$ cat config.mk
export PLATFORM = sky130hd
export DESIGN_NAME = fetch_ctrl
export DESIGN_NICKNAME = d
export VERILOG_FILES = /design/src/rtl/fetch_pkg.sv /design/src/rtl/redirect_arb.sv /design/src/rtl/fetch_ctrl.sv
export SDC_FILE = /design/constraint.sdc
export NUM_CORES = 1
export LEC_CHECK = 0
export CAP_MARGIN = 20
export CORE_ASPECT_RATIO = 1.4
export CORE_MARGIN = 3
export CORE_UTILIZATION = 50
export CTS_CLUSTER_DIAMETER = 150
export CTS_CLUSTER_SIZE = 20
export DETAILED_ROUTE_END_ITERATION = 8
export DONT_BUFFER_PORTS = 1
export MAX_ROUTING_LAYER = met4
export PLACE_DENSITY = 0.68
export SETUP_SLACK_MARGIN = 0.3
export SYNTH_ARGS = -nofsm -noshare
export SYNTH_HDL_FRONTEND = slang
export SYNTH_HIERARCHICAL = 1
export SYNTH_SLANG_ARGS = --single-unit
$ cat constraint.sdc
create_clock -name clock -period 5.7 [get_ports clock]
set_input_delay 1.14 -clock clock [delete_from_list [all_inputs] [get_ports clock]]
set_output_delay 1.14 -clock clock [all_outputs]
set_load 0.01 [all_outputs]
$ cat src/rtl/fetch_pkg.sv
// Shared encodings and constants for the fetch-stage redirect controller.
package fetch_pkg;

    typedef enum logic [1:0] {
        StBoot   = 2'd0,
        StRun    = 2'd1,
        StRedir  = 2'd2,
        StBubble = 2'd3
    } fetch_state_e;

    // Numeric order doubles as redirect priority.
    typedef enum logic [1:0] {
        SrcNone   = 2'd0,
        SrcJump   = 2'd1,
        SrcBranch = 2'd2,
        SrcTrap   = 2'd3
    } redir_src_e;

    localparam logic [31:0] RESET_PC            = 32'h0000_0000;
    localparam logic [31:0] DEFAULT_TRAP_VECTOR = 32'h0000_0100;

    // ID/EX only holds a wrong-path instruction when the redirect comes from EX or a trap.
    function automatic logic src_flushes_ex(redir_src_e src);
        return (src == SrcBranch) || (src == SrcTrap);
    endfunction

endpackage

$ cat src/rtl/redirect_arb.sv
// Combinational priority selector: trap over EX branch over ID jump.
module redirect_arb
    import fetch_pkg::*;
#(
    parameter logic [31:0] TRAP_VECTOR = DEFAULT_TRAP_VECTOR
) (
    input  logic        trap_req,
    input  logic        ex_br_taken,
    input  logic [31:0] ex_br_target,
    input  logic        id_jump,
    input  logic [31:0] id_jump_target,
    output redir_src_e  src,
    output logic [31:0] target
);

    always_comb begin
        src    = SrcNone;
        target = RESET_PC;
        if (trap_req) begin
            src    = SrcTrap;
            target = TRAP_VECTOR;
        end else if (ex_br_taken) begin
            src    = SrcBranch;
            target = ex_br_target;
        end else if (id_jump) begin
            src    = SrcJump;
            target = id_jump_target;
        end
    end

endmodule

$ cat src/rtl/fetch_ctrl.sv
// Fetch-stage control: boot stall, prioritised PC redirects with pipeline flushes,
// post-redirect bubble and a count of completed redirects.
module fetch_ctrl
    import fetch_pkg::*;
#(
    parameter int unsigned BOOT_CYCLES = 2,
    parameter logic [31:0] TRAP_VECTOR = DEFAULT_TRAP_VECTOR
) (
    input  logic        clock,
    input  logic        reset,
    input  logic        hz_stall,
    input  logic        imem_ready,
    input  logic        trap_req,
    input  logic        ex_br_taken,
    input  logic [31:0] ex_br_target,
    input  logic        id_jump,
    input  logic [31:0] id_jump_target,
    output logic        pc_src,
    output logic [31:0] target_pc,
    output logic        stall,
    output logic        flush_if_id,
    output logic        flush_id_ex,
    output logic        fetch_valid,
    output logic [15:0] redirect_cnt
);

    fetch_state_e state_q, state_d;
    redir_src_e   src_q, src_d;
    redir_src_e   arb_src;
    logic [31:0]  arb_target;
    logic [15:0]  boot_cnt_q, boot_cnt_d;
    logic         pc_src_q, pc_src_d;
    logic [31:0]  target_q, target_d;
    logic         stall_q, stall_d;
    logic         flush_if_id_q, flush_if_id_d;
    logic         flush_id_ex_q, flush_id_ex_d;
    logic [15:0]  cnt_q, cnt_d;
    logic         boot_done;

    redirect_arb #(
        .TRAP_VECTOR(TRAP_VECTOR)
    ) u_arb (
        .trap_req       (trap_req),
        .ex_br_taken    (ex_br_taken),
        .ex_br_target   (ex_br_target),
        .id_jump        (id_jump),
        .id_jump_target (id_jump_target),
        .src            (arb_src),
        .target         (arb_target)
    );

    assign boot_done = (32'(boot_cnt_q) + 32'd1) >= BOOT_CYCLES;

    always_comb begin
        state_d       = state_q;
        src_d         = src_q;
        boot_cnt_d    = boot_cnt_q;
        pc_src_d      = pc_src_q;
        target_d      = target_q;
        stall_d       = stall_q;
        flush_if_id_d = flush_if_id_q;
        flush_id_ex_d = flush_id_ex_q;
        cnt_d         = cnt_q;

        case (state_q)
            StBoot: begin
                boot_cnt_d    = boot_cnt_q + 16'd1;
                pc_src_d      = 1'b0;
                flush_if_id_d = 1'b0;
                flush_id_ex_d = 1'b0;
                stall_d       = 1'b1;
                if (boot_done) begin
                    state_d = StRun;
                    stall_d = hz_stall | ~imem_ready;
                end
            end
            StRun, StBubble: begin
                if (arb_src != SrcNone) begin
                    state_d       = StRedir;
                    src_d         = arb_src;
                    target_d      = arb_target;
                    pc_src_d      = 1'b1;
                    flush_if_id_d = 1'b1;
                    flush_id_ex_d = src_flushes_ex(arb_src);
                    stall_d       = 1'b0;
                end else begin
                    state_d       = StRun;
                    pc_src_d      = 1'b0;
                    flush_if_id_d = 1'b0;
                    flush_id_ex_d = 1'b0;
                    stall_d       = hz_stall | ~imem_ready;
                end
            end
            StRedir: begin
                stall_d = 1'b0;
                if (imem_ready) begin
                    // IFU consumes target_pc on this edge; the redirect is complete.
                    state_d       = StBubble;
                    src_d         = SrcNone;
                    pc_src_d      = 1'b0;
                    flush_if_id_d = 1'b0;
                    flush_id_ex_d = 1'b0;
                    cnt_d         = cnt_q + 16'd1;
                end else if ((arb_src != SrcNone) && (arb_src >= src_q)) begin
                    src_d         = arb_src;
                    target_d      = arb_target;
                    flush_id_ex_d = src_flushes_ex(arb_src);
                end
            end
            default: state_d = StBoot;
        endcase
    end

    always_ff @(posedge clock or negedge reset) begin
        if (!reset) begin
            state_q       <= StBoot;
            src_q         <= SrcNone;
            boot_cnt_q    <= 16'd0;
            pc_src_q      <= 1'b0;
            target_q      <= RESET_PC;
            stall_q       <= 1'b1;
            flush_if_id_q <= 1'b0;
            flush_id_ex_q <= 1'b0;
            cnt_q         <= 16'd0;
        end else begin
            state_q       <= state_d;
            src_q         <= src_d;
            boot_cnt_q    <= boot_cnt_d;
            pc_src_q      <= pc_src_d;
            target_q      <= target_d;
            stall_q       <= stall_d;
            flush_if_id_q <= flush_if_id_d;
            flush_id_ex_q <= flush_id_ex_d;
            cnt_q         <= cnt_d;
        end
    end

    assign pc_src       = pc_src_q;
    assign target_pc    = target_q;
    assign stall        = stall_q;
    assign flush_if_id  = flush_if_id_q;
    assign flush_id_ex  = flush_id_ex_q;
    assign redirect_cnt = cnt_q;
    assign fetch_valid  = (state_q == StRun) & imem_ready;

endmodule

# --- Word level (Yosys, flattened, before mapping) ---
# Cells that the tools add are included.
word_totals:
  register_bits: 71
classes:
  n_lt_le_gt_ge: 2
  n_eq_ne: 11
  bitwise_logic: 3
  n_mux: 28
  n_addsub: 3
  n_reduce_logical: 10
ops:
  columns: ["op", "count"]
  rows:
  - ["$mux W32", 6]
  - ["$pmux W32 S2", 1]
  - ["$add A16 B1 Y16 const B", 2]
  - ["$add A16 B1 Y17 const B", 1]
  - ["$ge A17 B2 Y1 const B", 1]
  - ["$mux W2", 8]
  - ["$ne A2 B2 Y1 const B", 5]
  - ["$pmux W1 S3", 3]
  - ["$eq A2 B2 Y1 const B", 4]
  - ["$mux W1", 8]
  - ["$pmux W2 S3", 1]
  - ["$pmux W2 S2", 1]
  - ["$reduce_and A2 Y1", 2]
  - ["$reduce_and A4 Y1", 1]
  - ["$reduce_bool A2 Y1", 2]
  - ["$ne A3 B3 Y1 const B", 1]
  - ["$reduce_and A3 Y1", 1]
  - ["$eq A2 B1 Y1 const B", 1]
  - ["$ge A2 B2 Y1", 1]
  - ["$logic_not A2 Y1", 1]
  - ["$reduce_or A2 Y1", 1]
  - ["$and A1 B1 Y1", 1]
  - ["$logic_and A1 B1 Y1", 1]
  - ["$logic_or A1 B1 Y1", 1]
  - ["other kinds (2)", 2]

# --- Logic depth before layout (Yosys ltp) ---
depth:
  depth_word: 8
  depth_mapped: 12
  ltp_nobuf: 10

# --- Modules after synthesis ---
# The synthesis kept the hierarchy.
by_module_without_submodules:
  columns: ["mod", "n_inst", "seq_area_each_um2", "cells_each", "area_each_um2"]
  rows:
  - ["fetch_ctrl", 1, 1778.0, 274, 3234.4]
  - ["redirect_arb", 1, 0.0, 51, 419.2]

# --- Worst setup path after synthesis ---
# OpenSTA, ideal clock, no wires.
synth_path:
  path_type: "input-to-reg"
  start: "in ex_br_taken"
  end: "reg target_q[10], in the netlist target_pc[10]"
  arrival_ns: 3.426
  setup_slack_ns: 2.149
  path_stages: 12
  path_buffers: 2
  setup_time_ns: 0.125
  cell_sequence: "inv_1 -> clkbuf_1 -> a21o_1 -> inv_1 -> ha_1 -> nand2b_1 -> a21oi_1 -> nor2_1 -> or2_2 -> nand2_1 -> clkbuf_1 -> mux2_2"
synth_via:
  elab_chain_len: 6
synth_lines:
  columns: ["item", "line_no", "text"]
  rows:
  - ["start: declaration", "fetch_ctrl.sv:14", "input logic ex_br_taken,"]
  - ["$mux W2 *", "redirect_arb.sv:22", "end else if (ex_br_taken) begin"]
  - ["$mux W2 *", "redirect_arb.sv:19", "if (trap_req) begin"]
  - ["via arb_src[0]", "fetch_ctrl.sv:29", "redir_src_e arb_src;"]
  - ["$ge A2 B2 Y1 or $reduce_bool A2 Y1 (tied branches)", "fetch_ctrl.sv:104, fetch_ctrl.sv:78", null]
  - ["$logic_and A1 B1 Y1", "fetch_ctrl.sv:104", "end else if ((arb_src != SrcNone) && (arb_src >= src_q)) begin"]
  - ["$ne A2 B2 Y1 (no source line)", null, null]
  - ["$reduce_and A4 Y1 (no source line) *", null, null]
  - ["end signal: assignment", "fetch_ctrl.sv:130", "target_q <= target_d;"]
  - ["end: declaration", "fetch_ctrl.sv:33", "logic [31:0] target_q, target_d;"]
# Mark *: on every way through the listed nets, which the timed path passes. The rest lies on a longest branch. The select of a mux whose other input is x is not followed.
# A chain may end at the register's enable or synchronous reset.

# --- Final worst setup path ---
layout_path:
  start: "in ex_br_taken"
  end: "reg target_q[21], in the netlist target_pc[21]"
# Same word-level chain as after synthesis.

==> qor.csv <==
stage,metric,value,unit
worst_setup_path,Worst Path Required,5.92,ns
sta,Hold WS,0.486,ns
worst_setup_path,delay of the slowest cell on the worst path,0.64,ns
clock_network,hold_buf cts,0,
grt,number of global-route vias before repair,2407,
grt,grt ovf,0,
clock_network,CTS sink cnt,71,
route,starting DRC count in detailed routing,158,
sta,worst slew pin tran,0.906,ns
worst_setup_path,FF-to-FF Start,boot_cnt_q[0]$_DFFE_PN0P_,
synthesis,dominant synthesized flop cell,dfrtp_1,
cells_and_area,register area,0.00178,mm2
sta,fmax,0.272,GHz
cells_and_area,"commonest non-fill, non-tap cells in the layout","dfrtp_1 (70), mux2_2 (33), a32o_1 (30), xnor2_1 (27), nand2_1 (22)",
worst_setup_path,R2R Setup Slk,2.93,ns
power_and_ir_drop,Leak Pwr,1.67,nW
cells_and_area,nets@finish,393,
route,Initial DRT Pass Iterations,5,
die,Initial Util,52.0,%
placement,Worst Setup Slack post-DPL,1.72,ns
synthesis,register area share after synthesis,48.7,%
grt,largest net degree at the start of global routing,72,
placement,Port Buffers,0,
sta,worst rel slew slack,39.5,%
grt,initial antenna violation count,0,
clock_network,Setup Buffers After CTS,0,
die,Die ar.,0.00838,mm2
synthesis,asr flop ratio synth,100,%
die,I/O pin total,124,
grt,global-route wire length before repair,11.6,mm
cells_and_area,cell area after layout,0.00386,mm2
worst_setup_path,worst path cell trace,inv_1 > a21o_1 > inv_1 > ha_1 > nand2b_1 > a21oi_1 > nor2_1 > or2_2 > nand2_1 > buf_4 > mux2_2,
synthesis,Post-Syn Instances,325,
route,vias per cell,6.10,
worst_setup_path,Crit. End Element,register,
sta,Finish-stage setup viols,0,
sta,Final period util,64.5,%
synthesis,Post-synth EDFFs,0,
worst_setup_path,Crit. Startpoint,ex_br_taken,
power_and_ir_drop,pwr/cell area,417,mW/mm2
die,core area,0.00703,mm2
worst_setup_path,FF-to-FF End,state_q[0]$_DFFE_PN0P_,
clock_network,TritonCTS clock tree,done,
grt,Total Routing Usage GR,17.9,%
placement,area post-placement,0.00368,mm2
hold_path,Worst Hold Class,input pin to asynchronous set/reset pin,
clock_network,CTS H-tree depth,3,
synthesis,mean area per synthesized cell,11.2,um2
synthesis,Netlist cell types,43,
route,final wirelength,7.31,mm
power_and_ir_drop,worst IR drop on VDD,0.230,mV
clock_network,clk root buf,clkbuf_8,
sta,Hold Fails Final Rpt,0,
route,WL/cell,17.5,um
clock_network,post-cts gate resize count,0,
clock_network,clk_lat worst skew,0.34,ns
placement,RePlAce Congestion,0.877,
sta,min Tclk post-route,3.68,ns
synthesis,Mapped Nets,401,
sta,Final Worst Setup Slack,2.02,ns
sta,final setup TNS,0,ns
worst_setup_path,CP arrival,3.90,ns
sta,unrepaired setup endpoints after global routing,false,
cells_and_area,area grow syn2layout,5.75,%
cells_and_area,"commonest non-fill, non-tap cell in the layout",dfrtp_1,
clock_network,Clock Pin Slew Worst Setup and Hold Paths,0.07,ns
die,die span in x,78.2,um
worst_setup_path,Setup CP Type,input pin to register,
cells_and_area,area taken by multi-input logic gates,0.00174,mm2
route,residual antenna-violating net count after detailed routing,0,
synthesis,YS warnings,6,
cells_and_area,share of layout cells above drive strength 1,18.3,%
cells_and_area,Antenna Cells,0,
clock_network,CTS Buffer Depth,2,
sta,Clock Skew,0.0102,ns
flow_run,max cap viols,0,
worst_setup_path,slowest cell on the critical path,inv_1,
worst_setup_path,crit-path max FO,33,
run_status,status,finished clean,
worst_setup_path,Critical Path Source Type,input pin,
sta,Max Slew Vio Count,0,
die,Die Y-Extent,107,um
clock_network,CTS Buf Count,9,
worst_setup_path,CP dominant cell by count,inv_1,
die,FP Rows,36,
worst_setup_path,R2R depth,7,
synthesis,mapped cell area,0.00365,mm2
route,DRC,0,
cells_and_area,fillers,602,
synthesis,"flops & latches, synth",71,
placement,post-DP HPWL,5.21,mm
route,vias,2544,
[worst max-delay path: cells and delay by family]
family                     cells  cell delay [ns]
buffers and inverters          3             1.08
AOI/OAI and AO/OA              2             0.42
adders and majority gates      1             0.26
and+or+nand+nor                4             0.59
muxes                          1             0.39
[registers in the layout, summed over array words and instances (netlist names)]
signal,cells
boot_cnt_q,16
flush_id_ex,1
flush_if_id,1
redirect_cnt,16
src_q,2
stall,1
state_q,2
target_pc,32
[final cells by class]
type	instances	area share, %
Sequential cell	71	46.0
Clock buffer	12	3.50
Inverter	8	0.777
Tap cell	95	3.08
Multi-Input combinational cell	224	45.1
Timing Repair Buffer	3	0.972
Clock inverter	4	0.583
[worst max path at each step]
stage / slack [ns] / end / depth (start not counted)
finish: 2.02 / target_pc[21]$_DFFE_PN0P_ / 11
global route: 1.86 / target_pc[3]$_DFFE_PN0P_ / 11
CTS: 2.09 / target_pc[21]$_DFFE_PN0P_ / 11
detailed placement: 1.72 / target_pc[21]$_DFFE_PN0P_ / 11
global placement: 1.84 / target_pc[30]$_DFFE_PN0P_ / 11
floorplan: 2.15 / target_pc[10]$_DFFE_PN0P_ / 12
[Yosys cell counts (2+ instances only)]
| cell | number | area, um2 |
|---|---|---|
| a21o_1 | 2 | 15.0 |
| a32o_1 | 30 | 300 |
| mux2_2 | 33 | 372 |
| nand2_1 | 22 | 82.6 |
| and3_1 | 7 | 43.8 |
| nor2_1 | 14 | 52.6 |
| buf_2 | 4 | 20.0 |
| clkbuf_1 | 15 | 56.3 |
| and3b_1 | 2 | 17.5 |
| buf_6 | 2 | 22.5 |
| xor2_1 | 8 | 70.1 |
| mux2i_1 | 2 | 20.0 |
| or4_1 | 2 | 15.0 |
| or2_2 | 3 | 18.8 |
| nand2b_1 | 4 | 25.0 |
| dfrtp_1 | 70 | 1750 |
| nor2b_1 | 2 | 12.5 |
| xnor2_1 | 27 | 236 |
| nand4_1 | 12 | 75.1 |
| a311oi_1 | 2 | 17.5 |
| nand3_1 | 11 | 55.1 |
| inv_1 | 8 | 30.0 |
| ha_1 | 5 | 62.6 |
| o2bb2ai_1 | 2 | 17.5 |
| o21ai_0 | 9 | 45.0 |
| nor4_1 | 4 | 25.0 |
| a21oi_1 | 7 | 35.0 |
[power by group]
group          internal, W  switching, W  total, W
logic             0.000221      0.000168  0.000389
clock network     0.000156      0.000176  0.000333
registers         0.000673      0.000217  0.000891
[through the flow]
| step | power, W | utilization (%) | instances |
|---|---|---|---|
| 2_1_floorplan | 0.00120 | - | 325 |
| 3_5_place_dp | 0.00129 | 52.3 | 399 |
| 6_report | 0.00161 | 55.0 | 417 |
| 4_1_cts | 0.00163 | 54.6 | 415 |
| 5_1_grt | 0.00172 | 55.0 | 417 |
| 3_3_place_gp | 0.00128 | 52.3 | 399 |
[routing by layer]
layer | wire, um | vias up | share of wire, % | global-route usage [%]
met3 | 591 | 7 | 8.1 | 5.97
met1 | 3030 | 1244 | 41 | 21.3
met2 | 3590 | 116 | 49 | 28.1
li1 | - | 1177 | - | -
met5 | 0 | - | 0 | -
met4 | 106 | 0 | 1.4 | 7.25
[logic make-up after synthesis]
logic type / Yosys count / synth area share, %
simple gates: 94 / 14.3
flops: 71 / 48.7
compound gates: 55 / 12.5
xor+xnor: 35 / 8.39
mux: 35 / 10.7
buf+inv: 30 / 3.73
fa+ha+maj: 5 / 1.71
Note: power is estimated with default switching activity, not from simulation.
==> edit: new RTL, config.mk and constraints unchanged <==
Add an input register stage for `ex_br_target`, with the module's reset; this delays it by one clock. The other inputs are not delayed to match.
--- a/src/rtl/fetch_ctrl.sv
+++ b/src/rtl/fetch_ctrl.sv
@@ -24,6 +24,16 @@
     output logic [15:0] redirect_cnt
 );
 
+    logic [31:0] ex_br_target_q;
+
+    always_ff @(posedge clock or negedge reset) begin
+        if (!reset) begin
+            ex_br_target_q <= '0;
+        end else begin
+            ex_br_target_q <= ex_br_target;
+        end
+    end
+
     fetch_state_e state_q, state_d;
     redir_src_e   src_q, src_d;
     redir_src_e   arb_src;
@@ -42,7 +52,7 @@
     ) u_arb (
         .trap_req       (trap_req),
         .ex_br_taken    (ex_br_taken),
-        .ex_br_target   (ex_br_target),
+        .ex_br_target   (ex_br_target_q),
         .id_jump        (id_jump),
         .id_jump_target (id_jump_target),
         .src            (arb_src),
Check against the original RTL: not equivalent (Yosys sat finds a counterexample within 4 cycles, from zero or initial values and one cycle with reset low).
==> edit against the unedited design <==
Area after synthesis rose by 22%; routed wire length rose by 19%; clock skew decreased by 0.0039 ns; clock power up 69%; global-route usage grew 0.93 points; sequential cell count increased by 32; total power up 26%; design area rose by 23%; setup slack better by 0.29 ns; critical path type unchanged; critical endpoint is now target_pc[4]; highest routed layer unchanged.
==> edit: results (changes against the unedited design) <==
reg2reg start state_q[0]; inverters 6 (-2); run status finished clean; Reg2Reg Depth 5 (-2); final wirelength 8.68 mm (+19%); vias per cell 5.97 (-2.2%); clk sinks 103 (+45%); ANT cells 1 (+1); WL met3 720 um (+22%); met2 WL post-DR 4.21 mm (+17%); leak pwr 2.06 nW (+23%); wire length of the first global-routing pass 14.4 mm (+24%); post-synth cell types 47 (+9.3%); Slowest Stage Delay on Critical Path 0.68 ns (+0.04 ns); Total Routing Usage GR 0.189 (+0.00933); met1 Resource Use GR 0.225 (+0.0112); Clock-cell share 0.0573 (+0.0165); multi-input logic area 1710 sq um (-1.7%); WL met1 3.53 mm (+17%); CP Capture Point target_pc[4]; multi-input logic cell count 221 (-1.3%); Worst Hold Class flop to flop; First-pass DRT Iterations 4 (-1); Adder-Cell Fraction of Synth Area 0.0141 (-0.00307); mux cell area share after synthesis 0.0880 (-0.0192); top post-synthesis cells by area dfrtp_1 (57%), mux2_2 (8.3%), a32o_1 (6.5%); Seq area share 0.542 (+0.0819); GP Congestion 0.845 (-3.6%); pin count of the biggest net entering global routing 104 (+44%); antenna violations before repair 1 (+1); Syn Nets 429 (+7.0%); flop2flop setup slack 3.22 ns (+0.29 ns); Critical Path AT 3.61 ns (-0.29 ns); filler cell count 759 (+26%); Root Driver clkbuf_16; Layout Nets 420 (+6.9%); drt initial violations 139 (-12%); DPL Wire Length 6.13 mm (+18%); vias in the first global route 2796 (+16%)
[edit: cell count changes after synthesis, sizes merged, moves of 2 or more]
cell / before / now
a31oi: 0 / 3
and3: 8 / 6
buf: 7 / 17
clkbuf: 15 / 6
dfrtp: 70 / 102
inv: 8 / 6
nand3: 12 / 14
nand4: 12 / 8
nor2: 14 / 18
nor3: 1 / 4
nor4: 4 / 1
xnor2: 27 / 23
xor2: 8 / 11
[edit: report_power, final]
part | total (mW) | leakage [nW] | internal, mW | switching [mW]
registers | 1.10 | 1.31 | 0.891 | 0.206
logic | 0.374 | 0.626 | 0.204 | 0.170
clock network | 0.563 | 0.131 | 0.305 | 0.258
[edit: metrics by stage]
step,utilization,total power [mW],hold WS (ns),area [sq um]
finish,0.553,2.03,0.485,4760
floorplan,-,1.40,0.446,4450
global placement,0.517,1.47,0.463,4450
CTS,0.552,2.06,0.477,4750
detailed placement,0.521,1.49,0.473,4480
global route,0.553,2.15,0.471,4760
